$ cat src/rtl/counter_arbiter.sv
// Two-requester round-robin arbiter that lends one external 8-bit T-flip-flop
// counter for a timed interval of len increments, then pulses done.
module counter_arbiter (
  input  logic       clk,
  input  logic       clr,
  input  logic       req0,
  input  logic       req1,
  input  logic [7:0] len0,
  input  logic [7:0] len1,
  input  logic [7:0] cnt_q,
  output logic       gnt0,
  output logic       gnt1,
  output logic       done0,
  output logic       done1,
  output logic       busy,
  output logic       cnt_t,
  output logic       cnt_clr
);

  localparam int unsigned CW = 8;

  typedef enum logic [2:0] {
    IDLE  = 3'd0,
    CLEAR = 3'd1,
    RUN   = 3'd2,
    DONE  = 3'd3,
    ABORT = 3'd4
  } state_t;

  state_t        state, state_nx;
  logic [CW-1:0] len_r, len_nx;
  logic          sel, sel_nx;
  logic          last, last_nx;
  logic          gnt0_nx, gnt1_nx;
  logic          done0_nx, done1_nx;
  logic          busy_nx;
  logic          cnt_clr_nx;
  logic          req_sel;

  // Level request of whichever requester currently owns the counter
  assign req_sel = sel ? req1 : req0;

  // Toggle enable must follow the live counter so counting stops exactly at len_r
  assign cnt_t = (state == RUN) && (cnt_q != len_r);

  always_ff @(posedge clk or posedge clr) begin
    if (clr) begin
      state   <= IDLE;
      len_r   <= '0;
      sel     <= 1'b0;
      last    <= 1'b1;
      gnt0    <= 1'b0;
      gnt1    <= 1'b0;
      done0   <= 1'b0;
      done1   <= 1'b0;
      busy    <= 1'b0;
      cnt_clr <= 1'b0;
    end else begin
      state   <= state_nx;
      len_r   <= len_nx;
      sel     <= sel_nx;
      last    <= last_nx;
      gnt0    <= gnt0_nx;
      gnt1    <= gnt1_nx;
      done0   <= done0_nx;
      done1   <= done1_nx;
      busy    <= busy_nx;
      cnt_clr <= cnt_clr_nx;
    end
  end

  // Next state plus the next value of every registered output
  always_comb begin
    state_nx   = state;
    len_nx     = len_r;
    sel_nx     = sel;
    last_nx    = last;
    gnt0_nx    = gnt0;
    gnt1_nx    = gnt1;
    done0_nx   = 1'b0;
    done1_nx   = 1'b0;
    cnt_clr_nx = 1'b0;

    case (state)
      IDLE: begin
        if (req0 || req1) begin
          sel_nx     = (req0 && req1) ? ~last : req1;
          len_nx     = sel_nx ? len1 : len0;
          gnt0_nx    = ~sel_nx;
          gnt1_nx    = sel_nx;
          cnt_clr_nx = 1'b1;
          state_nx   = CLEAR;
        end
      end
      CLEAR: state_nx = req_sel ? RUN : ABORT;
      RUN: begin
        if (!req_sel) begin
          state_nx = ABORT;
        end else if (cnt_q == len_r) begin
          state_nx = DONE;
        end
      end
      DONE: begin
        gnt0_nx  = 1'b0;
        gnt1_nx  = 1'b0;
        state_nx = IDLE;
      end
      ABORT:   state_nx = IDLE;
      default: state_nx = IDLE;
    endcase

    // Entry actions: abort drops the grant and re-clears, done pulses once
    if (state_nx == ABORT) begin
      gnt0_nx    = 1'b0;
      gnt1_nx    = 1'b0;
      cnt_clr_nx = 1'b1;
      last_nx    = sel;
    end else if (state_nx == DONE) begin
      done0_nx = ~sel;
      done1_nx = sel;
      last_nx  = sel;
    end

    busy_nx = (state_nx != IDLE);
  end

endmodule

$ cat config.mk
export PLATFORM = sky130hd
export DESIGN_NAME = counter_arbiter
export DESIGN_NICKNAME = d
export VERILOG_FILES = /design/src/rtl/counter_arbiter.sv
export SDC_FILE = /design/constraint.sdc
export NUM_CORES = 1
export LEC_CHECK = 0
export BUFFER_PORTS_ARGS = -buffer_cell sky130_fd_sc_hd__buf_2
export CORE_MARGIN = 2
export CORE_UTILIZATION = 45
export CTS_CLUSTER_DIAMETER = 50
export DETAILED_ROUTE_END_ITERATION = 7
export HOLD_SLACK_MARGIN = 0.08
export MAX_ROUTING_LAYER = met4
export PLACE_DENSITY_LB_ADDON = 0.12
export SLEW_MARGIN = 20
export SYNTH_ARGS = -nofsm -noshare
export SYNTH_HDL_FRONTEND = slang
export SYNTH_SLANG_ARGS = --single-unit
export TNS_END_PERCENT = 10
$ cat constraint.sdc
create_clock -name clk -period 4.1 [get_ports clk]
set_input_delay 0.82 -clock clk [delete_from_list [all_inputs] [get_ports clk]]
set_output_delay 0.82 -clock clk [all_outputs]
set_load 0.03 [all_outputs]
==> summary.md <==
| Metric | Value |
|---|---|
| Critical Path End Type | `primary output` |
| Number of diodes | `0` |
| Antenna viol nets, final | `0` |
| Cells after synthesis | `86` |
| Worst vdd ir | `391 uV` |
| Fin cells | `150` |
| Pin count of the biggest net entering global routing | `20` |
| Most frequent cells after synthesis | `dfrtp_1, inv_1, o21ai_1` |
| RSZ-0062 raised after global routing | `false` |
| Final WL | `1700 um` |
| Cell Pwr Density | `734 nW/um2` |
| RR Startpoint | `sel` |
| Core Area | `1940 um2` |
| Period utilization | `0.620` |
| Layout cells sized above 1 | `0.350` |
| Hold WC Path Type | `reg2reg` |
| Starting Density | `0.468` |
| Yosys reg bits | `19` |
| Min-Delay Startpoint | `gnt0` |
| H-Tree Depth | `1` |
| Reg clk slew, reported paths | `0.10 ns` |
| Vias in the first global route | `752` |
| Num rows | `16` |
| EDFF count, synth | `0` |
| Fin crit period | `2.54 ns` |
| Initial antenna violation count | `0` |
| Relative slew slack | `0.525` |
| Post-CTS Hold Fix Bufs | `0` |
| Critical path type | `in2out` |
| Post-Syn Nets | `114` |
| Total of max-cap violations | `0` |
| Final routed DRC violation total | `0` |
| Synth Flop Type | `dfrtp_1` |
| Max frequency | `394 MHz` |
| Fraction of registers with async set/reset | `1.00` |
| Status | `finished clean` |
| Post-Syn Area | `908 um2` |
| WP data required | `3.28 ns` |
| Register area share after synthesis | `0.525` |
| CTS buffer count | `3` |
| Die height | `48.9 um` |
| Top-area cell type share of the netlist area | `0.496` |
| Area contributors post-synth | `dfrtp_1, xor2_1, a22oi_1, o21ai_1, nor4_4` |
| Most common cell in the netlist | `dfrtp_1` |
| Hold depth | `2` |
| 1st-iter DRT viols | `2` |
| Total Neg Setup Slack | `0 ns` |
| Die width | `48.9 um` |
| Reg2Reg Depth | `4` |
| Worst-Skew Late Latency | `0.30 ns` |
| CTS resizes | `0` |
| Synth Area per Inst | `10.6 um2` |
| Pleak | `0.594 nW` |
| Post-CTS Setup Bufs | `0` |
| Yosys warns | `0` |
| Netlist cell types | `24` |
| First-pass iteration count of the detailed router | `3` |
| CP Cell Sequence | `buf_2 > xor2_1 > nor4_4 > a21oi_1 > buf_2` |
| P&R area growth vs syn | `25.2%` |
| Final-stage net count | `152` |
| Clk_skew | `0.0136 ns` |
| Slew @ Worst Pin | `0.711 ns` |
| Worst Path Max Fanout | `3` |
| Port bufs | `34` |
| Die area | `2390 um2` |
| Num ports | `35` |
| Pins Over Slew Limit | `0` |
| Grt total ovfl | `0` |
| Fin. Hold Viols | `0` |
| Crit path DAT | `1.72 ns` |
| Most Frequent Cell on Critical Path | `buf_2` |
| Routability cong. | `0.831` |
| Root Driver | `clkbuf_4` |
| Tot GR Track Use | `0.173` |
| Leading area contributor after synthesis | `dfrtp_1` |
| Critical path launch point type | `input port` |
| First-pass GRT wire length | `3130 um` |
| TritonCTS clock tree | `built` |
| Vias | `724` |
| CTS Sinks | `19` |
| Worst Setup SP | `cnt_q[7]` |
| Clock Path Buffers | `2` |
| Filler cells | `188` |
| Crit-path slowest cell | `nor4_4` |
| Vias per Instance | `4.83` |
| CP max stage delay | `0.34 ns` |
| Placed insts | `146` |
| Wire length per cell | `11.3 um` |
| Post-DP HPWL | `1310 um` |
| Final setup fails | `0` |
==> flip-flops by register name (all words and copies together) (netlist names) <==
| signal | flops |
|---|---|
| len_r | 8 |
| state | 3 |
| busy | 1 |
| cnt_clr | 1 |
| done0 | 1 |
| done1 | 1 |
| gnt0 | 1 |
| gnt1 | 1 |
| last | 1 |
| sel | 1 |
==> where the power goes <==
part           leakage (nW)  switching (mW)  internal (mW)
registers             0.236          0.0632          0.277
clock network        0.0150          0.0565         0.0378
logic                 0.343           0.234          0.166
==> cell usage in the layout (no fill, tap or decap), drive strengths merged, types with 2 or more instances in the layout <==
cell type,netlist,final
nor2,3,3
a21o,2,2
nor4,2,2
a22oi,8,8
nor3,2,2
xor2,8,8
clkbuf,1,4
inv,11,11
buf,1,35
dfrtp,18,18
a21oi,3,3
nand2,6,6
o21ai,11,11
==> layout make-up <==
cell class / count / area (um2) / share of cell area
multi-input combinational: 54 / 382 / 0.336
timing repair buffer: 35 / 178 / 0.156
clock buffer: 4 / 26.3 / 0.0231
tap: 27 / 33.8 / 0.0297
inverter: 11 / 41.3 / 0.0363
sequential: 19 / 477 / 0.419
==> through the flow <==
step                setup slack (ns)  hold WS, ns  instance area [um2]  total power, mW  utilization
floorplan                       1.64        0.483                  908            0.649            -
global placement                1.57        0.505                 1110            0.740        0.572
detailed placement              1.56        0.515                 1110            0.753        0.572
CTS                             1.55        0.529                 1140            0.846        0.586
global route                    1.50        0.558                 1140            0.910        0.586
finish                          1.56        0.525                 1140            0.835        0.586
==> routing by layer <==
| layer | vias up | routed length [um] | global-route usage |
|---|---|---|---|
| met3 | 2 | 82 | 0.0307 |
| met2 | 22 | 841 | 0.260 |
| li1 | 367 | - | - |
| met4 | 0 | 12 | 0.0952 |
| met5 | - | 0 | - |
| met1 | 333 | 763 | 0.222 |
==> kinds of logic (layout without fill, tap and decap cells) <==
logic type,count (synthesis),in the layout,synth area share
AOI/OAI and AO/OA,26,26,0.175
DFF,19,19,0.525
and+or+nand+nor,17,17,0.131
buffers and inverters,13,50,0.0551
xor gates and xnor gates,9,9,0.0868
muxes,2,2,0.0275
==> worst paths after layout <==
| path | endpoint | slack (ns) |
|---|---|---|
| max | cnt_t | 1.56 |
| min | gnt0 | 0.52 |
| max reg2reg | last | 2.53 |
| min reg2reg | gnt0 | 0.52 |
| max in group asynchronous | gnt0 | 3.02 |
| min in group asynchronous | len_r[7] | 0.61 |
==> critical path: cells and delay by family <==
kind / cells / cell delay, ns
AOI/OAI and AO/OA: 1 / 0.11
xor gates and xnor gates: 1 / 0.16
buffers and inverters: 2 / 0.29
and+or+nand+nor: 1 / 0.34
(Power assumes the default switching activity.)
